===== src/rtl/mips_pkg.sv =====
// -----------------------------------------------------------------------------
// mips_pkg
// Shared definitions for the MIPS architectural-state dumper: dumper FSM
// states, register-file geometry, memory word geometry and the beat record
// held in the output slot.
// -----------------------------------------------------------------------------
package mips_pkg;

    // Number of architectural general-purpose registers dumped first.
    localparam int REG_COUNT      = 32;

    // Memory bytes packed into one memory beat.
    localparam int BYTES_PER_WORD = 4;

    // Dumper sequencing states.
    typedef enum logic [2:0] {
        IDLE       = 3'd0,
        REGS       = 3'd1,
        MEM_GATHER = 3'd2,
        MEM_WAIT   = 3'd3,
        FINISH     = 3'd4
    } dump_state_e;

    // One output beat: payload plus sideband tags.
    typedef struct packed {
        logic [31:0] data;
        logic        kind;   // 0 = register beat, 1 = memory-word beat
        logic [7:0]  index;  // register number or memory word index
        logic        last;   // final beat of the dump
    } dump_beat_t;

endpackage


===== src/rtl/mips_state_dumper_packer.sv =====
// -----------------------------------------------------------------------------
// dump_word_packer
// Collects data-memory bytes one per cycle into a 32-bit big-endian word.
// The byte at the lowest address ends up in bits 31:24. A word completes on
// its 4th byte or early on the final valid byte of memory; lanes that were
// never filled read as zero, which zero-pads the final partial word.
//
// Ports:
//   clk, rst_n     clock, asynchronous active-low reset
//   clear          discard any partially gathered word
//   shift_en       byte_in is valid this cycle and is consumed
//   byte_in        next memory byte (ascending addresses)
//   final_byte     byte_in is the last byte of memory; force completion
//   word_out       word formed by the bytes so far plus byte_in
//   word_complete  word_out is a finished word this cycle
// -----------------------------------------------------------------------------
module dump_word_packer
    import mips_pkg::*;
(
    input  logic        clk,
    input  logic        rst_n,
    input  logic        clear,
    input  logic        shift_en,
    input  logic [7:0]  byte_in,
    input  logic        final_byte,
    output logic [31:0] word_out,
    output logic        word_complete
);

    localparam logic [1:0] LANE_LAST = 2'(BYTES_PER_WORD - 1);

    // Earlier bytes of the current word; newest byte sits in the low lane.
    logic [23:0] acc_q;
    logic [23:0] acc_d;
    // Number of bytes already held in acc_q.
    logic [1:0]  lane_q;
    logic [1:0]  lane_d;

    // Left-justify held bytes plus the incoming byte so unfilled lanes are zero.
    always_comb begin
        word_out = 32'h0000_0000;
        case (lane_q)
            2'd0:    word_out = {byte_in, 24'h00_0000};
            2'd1:    word_out = {acc_q[7:0], byte_in, 16'h0000};
            2'd2:    word_out = {acc_q[15:0], byte_in, 8'h00};
            2'd3:    word_out = {acc_q[23:0], byte_in};
            default: word_out = 32'h0000_0000;
        endcase
        word_complete = shift_en & ((lane_q == LANE_LAST) | final_byte);
    end

    // Next-state for the shift register and lane counter.
    always_comb begin
        acc_d  = acc_q;
        lane_d = lane_q;
        if (clear) begin
            acc_d  = 24'h00_0000;
            lane_d = 2'd0;
        end else if (word_complete) begin
            // The completed word leaves via word_out; start the next one empty.
            acc_d  = 24'h00_0000;
            lane_d = 2'd0;
        end else if (shift_en) begin
            acc_d  = {acc_q[15:0], byte_in};
            lane_d = lane_q + 2'd1;
        end else begin
            acc_d  = acc_q;
            lane_d = lane_q;
        end
    end

    // Packer state registers.
    always_ff @(posedge clk or negedge rst_n) begin
        if (!rst_n) begin
            acc_q  <= 24'h00_0000;
            lane_q <= 2'd0;
        end else begin
            acc_q  <= acc_d;
            lane_q <= lane_d;
        end
    end

endmodule


===== src/rtl/mips_state_dumper.sv =====
// -----------------------------------------------------------------------------
// mips_state_dumper
// On a start request, streams the MIPS architectural state out over a
// valid/ready beat interface: registers 0..31 first (one beat each), then the
// first MEM_BYTES bytes of data memory packed big-endian into 32-bit words
// (final partial word zero-padded). done pulses one cycle after the final
// beat is accepted.
//
// Parameters:
//   MEM_BYTES    number of data-memory bytes dumped (1..1024)
//
// Ports:
//   clk, rst_n   clock, asynchronous active-low reset
//   start        one-cycle dump request (honoured only when idle)
//   busy, done   dump in progress / one-cycle completion pulse
//   reg_rd_addr  register-file read index;  reg_rd_data returns combinationally
//   mem_rd_addr  data-memory byte address;  mem_rd_data returns combinationally
//   dump_valid/dump_ready  beat handshake
//   dump_data/kind/index/last  beat payload and tags
// -----------------------------------------------------------------------------
module mips_state_dumper
    import mips_pkg::*;
#(
    parameter int MEM_BYTES = 100
) (
    input  logic        clk,
    input  logic        rst_n,
    input  logic        start,
    output logic        busy,
    output logic        done,
    output logic [4:0]  reg_rd_addr,
    input  logic [31:0] reg_rd_data,
    output logic [9:0]  mem_rd_addr,
    input  logic [7:0]  mem_rd_data,
    output logic        dump_valid,
    input  logic        dump_ready,
    output logic [31:0] dump_data,
    output logic        dump_kind,
    output logic [7:0]  dump_index,
    output logic        dump_last
);

    // The byte address counter is one bit wider than mem_rd_addr so it can
    // reach MEM_BYTES = 1024, the "all bytes read" value.
    localparam logic [10:0] MEM_END  = 11'(MEM_BYTES);
    localparam logic [10:0] MEM_LAST = 11'(MEM_BYTES - 1);
    localparam logic [4:0]  REG_LAST = 5'(REG_COUNT - 1);

    dump_state_e state_q;
    dump_state_e state_d;
    logic        busy_q;
    logic        busy_d;
    logic        done_q;
    logic        done_d;
    logic        valid_q;
    logic        valid_d;
    dump_beat_t  slot_q;
    dump_beat_t  slot_d;
    dump_beat_t  pend_q;   // completed memory word waiting for the slot
    dump_beat_t  pend_d;
    logic [4:0]  reg_addr_q;
    logic [4:0]  reg_addr_d;
    logic [10:0] mem_addr_q;
    logic [10:0] mem_addr_d;

    logic        handshake_s;
    logic        loadable_s;
    logic        pk_clear_s;
    logic        pk_shift_s;
    logic        pk_final_s;
    logic [31:0] pk_word_s;
    logic        pk_complete_s;
    dump_beat_t  reg_beat_s;
    dump_beat_t  mem_beat_s;

    dump_word_packer u_packer (
        .clk           (clk),
        .rst_n         (rst_n),
        .clear         (pk_clear_s),
        .shift_en      (pk_shift_s),
        .byte_in       (mem_rd_data),
        .final_byte    (pk_final_s),
        .word_out      (pk_word_s),
        .word_complete (pk_complete_s)
    );

    // Handshake qualification and the candidate beats for the slot.
    always_comb begin
        handshake_s = valid_q & dump_ready;
        loadable_s  = ~valid_q | dump_ready;
        pk_final_s  = (mem_addr_q == MEM_LAST);

        reg_beat_s.data  = reg_rd_data;
        reg_beat_s.kind  = 1'b0;
        reg_beat_s.index = {3'b000, reg_addr_q};
        reg_beat_s.last  = 1'b0;

        // Word index is the byte address / 4 of any byte in the word.
        mem_beat_s.data  = pk_word_s;
        mem_beat_s.kind  = 1'b1;
        mem_beat_s.index = mem_addr_q[9:2];
        mem_beat_s.last  = pk_final_s;
    end

    // FSM next-state, slot loading and read-address sequencing.
    always_comb begin
        state_d    = state_q;
        busy_d     = busy_q;
        done_d     = 1'b0;
        valid_d    = valid_q;
        slot_d     = slot_q;
        pend_d     = pend_q;
        reg_addr_d = reg_addr_q;
        mem_addr_d = mem_addr_q;
        pk_clear_s = 1'b0;
        pk_shift_s = 1'b0;

        // An accepted beat empties the slot unless a new one is loaded below.
        if (handshake_s) begin
            valid_d = 1'b0;
            slot_d  = '0;
        end else begin
            valid_d = valid_q;
        end

        case (state_q)
            IDLE: begin
                // reg_addr_q is held at 0 here so register 0 is on
                // reg_rd_data in the very cycle start arrives.
                reg_addr_d = 5'd0;
                mem_addr_d = 11'd0;
                if (start) begin
                    slot_d     = reg_beat_s;
                    valid_d    = 1'b1;
                    busy_d     = 1'b1;
                    reg_addr_d = 5'd1;
                    pk_clear_s = 1'b1;
                    state_d    = REGS;
                end else begin
                    busy_d = 1'b0;
                end
            end

            REGS: begin
                if (loadable_s) begin
                    slot_d  = reg_beat_s;
                    valid_d = 1'b1;
                    if (reg_addr_q == REG_LAST) begin
                        reg_addr_d = 5'd0;
                        state_d    = MEM_GATHER;
                    end else begin
                        reg_addr_d = reg_addr_q + 5'd1;
                    end
                end else begin
                    reg_addr_d = reg_addr_q;
                end
            end

            MEM_GATHER: begin
                if (mem_addr_q < MEM_END) begin
                    pk_shift_s = 1'b1;
                    mem_addr_d = mem_addr_q + 11'd1;
                    if (pk_complete_s) begin
                        if (loadable_s) begin
                            slot_d  = mem_beat_s;
                            valid_d = 1'b1;
                        end else begin
                            pend_d  = mem_beat_s;
                            state_d = MEM_WAIT;
                        end
                    end else begin
                        pend_d = pend_q;
                    end
                end else if (handshake_s && slot_q.last) begin
                    // Every byte is read and the final beat just left.
                    busy_d  = 1'b0;
                    done_d  = 1'b1;
                    state_d = FINISH;
                end else begin
                    state_d = MEM_GATHER;
                end
            end

            MEM_WAIT: begin
                if (loadable_s) begin
                    slot_d  = pend_q;
                    valid_d = 1'b1;
                    state_d = MEM_GATHER;
                end else begin
                    state_d = MEM_WAIT;
                end
            end

            FINISH: begin
                reg_addr_d = 5'd0;
                mem_addr_d = 11'd0;
                state_d    = IDLE;
            end

            default: begin
                busy_d     = 1'b0;
                valid_d    = 1'b0;
                slot_d     = '0;
                reg_addr_d = 5'd0;
                mem_addr_d = 11'd0;
                state_d    = IDLE;
            end
        endcase
    end

    // State and output registers.
    always_ff @(posedge clk or negedge rst_n) begin
        if (!rst_n) begin
            state_q    <= IDLE;
            busy_q     <= 1'b0;
            done_q     <= 1'b0;
            valid_q    <= 1'b0;
            slot_q     <= '0;
            pend_q     <= '0;
            reg_addr_q <= 5'd0;
            mem_addr_q <= 11'd0;
        end else begin
            state_q    <= state_d;
            busy_q     <= busy_d;
            done_q     <= done_d;
            valid_q    <= valid_d;
            slot_q     <= slot_d;
            pend_q     <= pend_d;
            reg_addr_q <= reg_addr_d;
            mem_addr_q <= mem_addr_d;
        end
    end

    assign busy        = busy_q;
    assign done        = done_q;
    assign reg_rd_addr = reg_addr_q;
    assign mem_rd_addr = mem_addr_q[9:0];
    assign dump_valid  = valid_q;
    assign dump_data   = slot_q.data;
    assign dump_kind   = slot_q.kind;
    assign dump_index  = slot_q.index;
    assign dump_last   = slot_q.last;

endmodule


===== config.mk =====
export PLATFORM = sky130hd
export DESIGN_NAME = mips_state_dumper
export DESIGN_NICKNAME = d
export VERILOG_FILES = /design/src/rtl/mips_pkg.sv /design/src/rtl/mips_state_dumper_packer.sv /design/src/rtl/mips_state_dumper.sv
export SDC_FILE = /design/constraint.sdc
export NUM_CORES = 1
export LEC_CHECK = 0
export ABC_AREA = 1
export CORE_MARGIN = 5
export CORE_UTILIZATION = 35
export DETAILED_ROUTE_END_ITERATION = 7
export PLACE_DENSITY = 0.64
export RECOVER_POWER = 50
export SLEW_MARGIN = 40
export SYNTH_ARGS = -nofsm -noshare
export SYNTH_HDL_FRONTEND = slang
export SYNTH_SLANG_ARGS = --single-unit

===== constraint.sdc =====
create_clock -name clk -period 3.4 [get_ports clk]
set_input_delay 0.68 -clock clk [delete_from_list [all_inputs] [get_ports clk]]
set_output_delay 0.68 -clock clk [all_outputs]
set_load 0.01 [all_outputs]

==> flow_summary_export.csv <==
group,metric,value,unit
sta,period_share,75.81,%
floorplanning,io_pins,104,
power,leakage,4.531,nW
yosys,synth-adder-area-share,1.111,%
sta,drv_slew,0,
detailed_routing,vias_per_cell,5.259,
cts,cts_tree,"yes",
status,status,"complete, no violations",
yosys,synth_warnings,0,
worst_setup_path,arrival,2870,ps
yosys,ys.flop_type,"dfrtp_1",
worst_setup_path,crit_slowest_cell,"dlygate4sd3_1",
yosys,yosys.area_share.simple,30.56,%
yosys,muxShareOfSynthArea,0,%
worst_setup_path,path_buf_inv,4,
yosys,netlist_instances,1133,
global_route,overflow,0,
job,maxCapViolations,0,
cts,cts_resized,0,
yosys,synth_top_area_share,41.89,%
sta,max_freq,387.9,MHz
worst_setup_path,critPathKind,"in2reg",
cts,clock-sinks,132,
cts,cts_max_level,4,
yosys,synth_area_leaders,"dfrtp_1 (42%), nand2_1 (18%), o21ai_0 (10%)",
placement,gp_congestion,0.8256,
floorplanning,core,22430,um^2
worst_setup_path,start_kind,"input pin",
floorplanning,die_area,25630,um^2
power,total_power,7.906,mW
placement,portBuffers,103,
floorplanning,die_y,160.1,um
cells_and_area,drive_above_1_share,4.813,%
detailed_routing,wire_per_inst,16.87,um
yosys,yosysMostFrequentCell,"nand2_1",
detailed_routing,antenna_left,0,
cells_and_area,n_fill_cell,2311,
worst_setup_path,path_cells,"dlygate4sd3_1 -> inv_1 -> nand2_1 -> inv_1 -> nand2_2 -> buf_12 -> nand2_1 -> o21ai_0",
cts,clkTransAtPathRegs,60,ps
cells_and_area,synthToLayoutAreaGrowth,22.52,%
worst_setup_path,critPathRequiredTime,3690,ps
yosys,ys_types,32,
detailed_routing,num_vias,7836,
global_route,grt_pass1_wl,40510,um
hold_path,hp-class,"in2async",
yosys,syn_nets,1184,
cts,clockBufferDepth,2,
cts,cts_buffers,17,
sta,setup_viol,0,
yosys,synth_top_family_by_area,"simple AND/OR/NAND/NOR gates",
worst_setup_path,critPathMaxStageDelay,590,ps
global_route,grt_use_total,19.45,%
detailed_routing,first_pass_iters,5,
cts,cts_hold_buf,0,
sta,finalClockSkew,12.13,ps
detailed_routing,drt_iter0_markers,715,
floorplanning,start_util,35.15,%
sta,rsz0062_at_grt,"false",
sta,relSlewSlack,48.69,%
sta,min_period,2578,ps
detailed_routing,route.final.wire_length,25140,um
yosys,syn_area,7885,um^2
yosys,ys_async_sr_fraction,100.0,%
worst_setup_path,path_max_fanout,66,
yosys,yosys.area.top_type,"dfrtp_1",
yosys,synth-edff-count,0,
placement,hpwl,16550,um
yosys,yosysSeqAreaShare,41.89,%
cts,clock_latency,430,ps
sta,tightest_slew,768.8,ps
worst_setup_path,cpLargestDelayFamily,"buffers and inverters",
sta,hold_viol_final,0,
cts,cts_setup_buffers,0,
cells_and_area,nets,1243,
yosys,ys_top_cells_by_count,"nand2_1 (370), o21ai_0 (157), dfrtp_1 (132)",
cells_and_area,post-route-util,43.06,%
global_route,grt_pass1_vias,7468,
yosys,synth_compound_area_share,16.85,%
power,ir_drop,300.3,uV
sta,fin_tns_setup,0,ps
yosys,synth_xor_xnor_area_share,0.4443,%
floorplanning,die_w,160.1,um
power,p_per_area,818.4,nW/um^2
floorplanning,core.rowCount,55,
yosys,synth-seq-cells,132,
yosys,synth_area_per_cell,6.959,um^2
global_route,antenna_found_initial,0,
worst_setup_path,end_kind,"register",
cts,cts-root-buf,"clkbuf_16",
cells_and_area,n_antenna_cell,0,
detailed_routing,drc,0,
global_route,grt_max_degree,90,
-- final timing paths --
kind	depth (start not counted)	to	start	slack, ps
worst max-delay path	8	pend_q[35]$_DFFE_PN0P_	dump_ready	820
worst min-delay path	1	dump_data[17]$_DFF_PN0_	rst_n	210
worst max register to register	8	dump_data[23]$_DFF_PN0_	state_q[2]$_DFFE_PN0P_	980
worst min register to register	2	pend_q[9]$_DFFE_PN0P_	pend_q[9]$_DFFE_PN0P_	470
max in group asynchronous	2	mem_addr_q[4]$_DFFE_PN0P_	rst_n	2370
min in group clk	2	pend_q[9]$_DFFE_PN0P_	pend_q[9]$_DFFE_PN0P_	470
-- state kept, by name, indices dropped and copies added (netlist names) --
name,flops
pend_q,42
mem_addr_q,11
dump_valid,1
u_packer.acc_q,24
dump_data,32
reg_rd_addr,5
state_q,3
busy,1
dump_kind,1
u_packer.lane_q,2
done,1
dump_index,8
dump_last,1
-- metrics by stage --
| stage | hold slack (ps) | cells | cell area, um^2 | worst slack [ps] |
|---|---|---|---|---|
| after floorplan | 384.4 | 1133 | 7885 | 1539 |
| after global placement | 442.2 | 1457 | 9082 | 839.2 |
| after detailed placement | 452.6 | 1458 | 9110 | 811.4 |
| after CTS | 229.4 | 1490 | 9668 | 1034 |
| after global routing | 239.7 | 1490 | 9661 | 662.5 |
| final | 211.7 | 1490 | 9661 | 822.3 |
-- cell families after synthesis --
group	Yosys count
xor+xnor	4
compound gates	239
buf+inv	170
fa+ha+maj	7
simple gates	581
flops	132
-- report_power, final --
group          total (mW)  internal, mW  leakage (nW)  switching [mW]
Combinational        3.74          1.31          2.50            2.43
Clock                1.76          1.06         0.266           0.700
Sequential           2.41          2.07          1.76           0.341
-- layout by cell type (no fill, tap or decap), types with 17 or more instances in the layout --
cell	instances
nand2_1	370
o21ai_0	157
dfrtp_1	132
nand3_1	120
inv_1	85
clkdlybuf4s50_1	83
nor2_1	66
a22oi_1	22
dlygate4sd3_1	19
a21oi_1	18
clkbuf_16	17
-- layer usage --
metal	vias up	global-route usage, %	wire length, um
met2	268	30.64	11550
met4	0	4.771	314
met5	-	0	0
li1	3838	-	-
met3	24	4.206	1744
met1	3706	27.38	11530
-- area by class of cell --
type | count | area [um^2] | share of cell area (%)
clock buffers | 24 | 481.7 | 4.986
clock inverters | 8 | 76.32 | 0.7901
inverters | 88 | 330.3 | 3.419
repair buffers | 122 | 1245 | 12.89
well taps | 285 | 356.6 | 3.691
multi-input cells | 831 | 3867 | 40.03
flip-flops and latches | 132 | 3303 | 34.19
No activity file was read; power rests on OpenSTA's default activity.
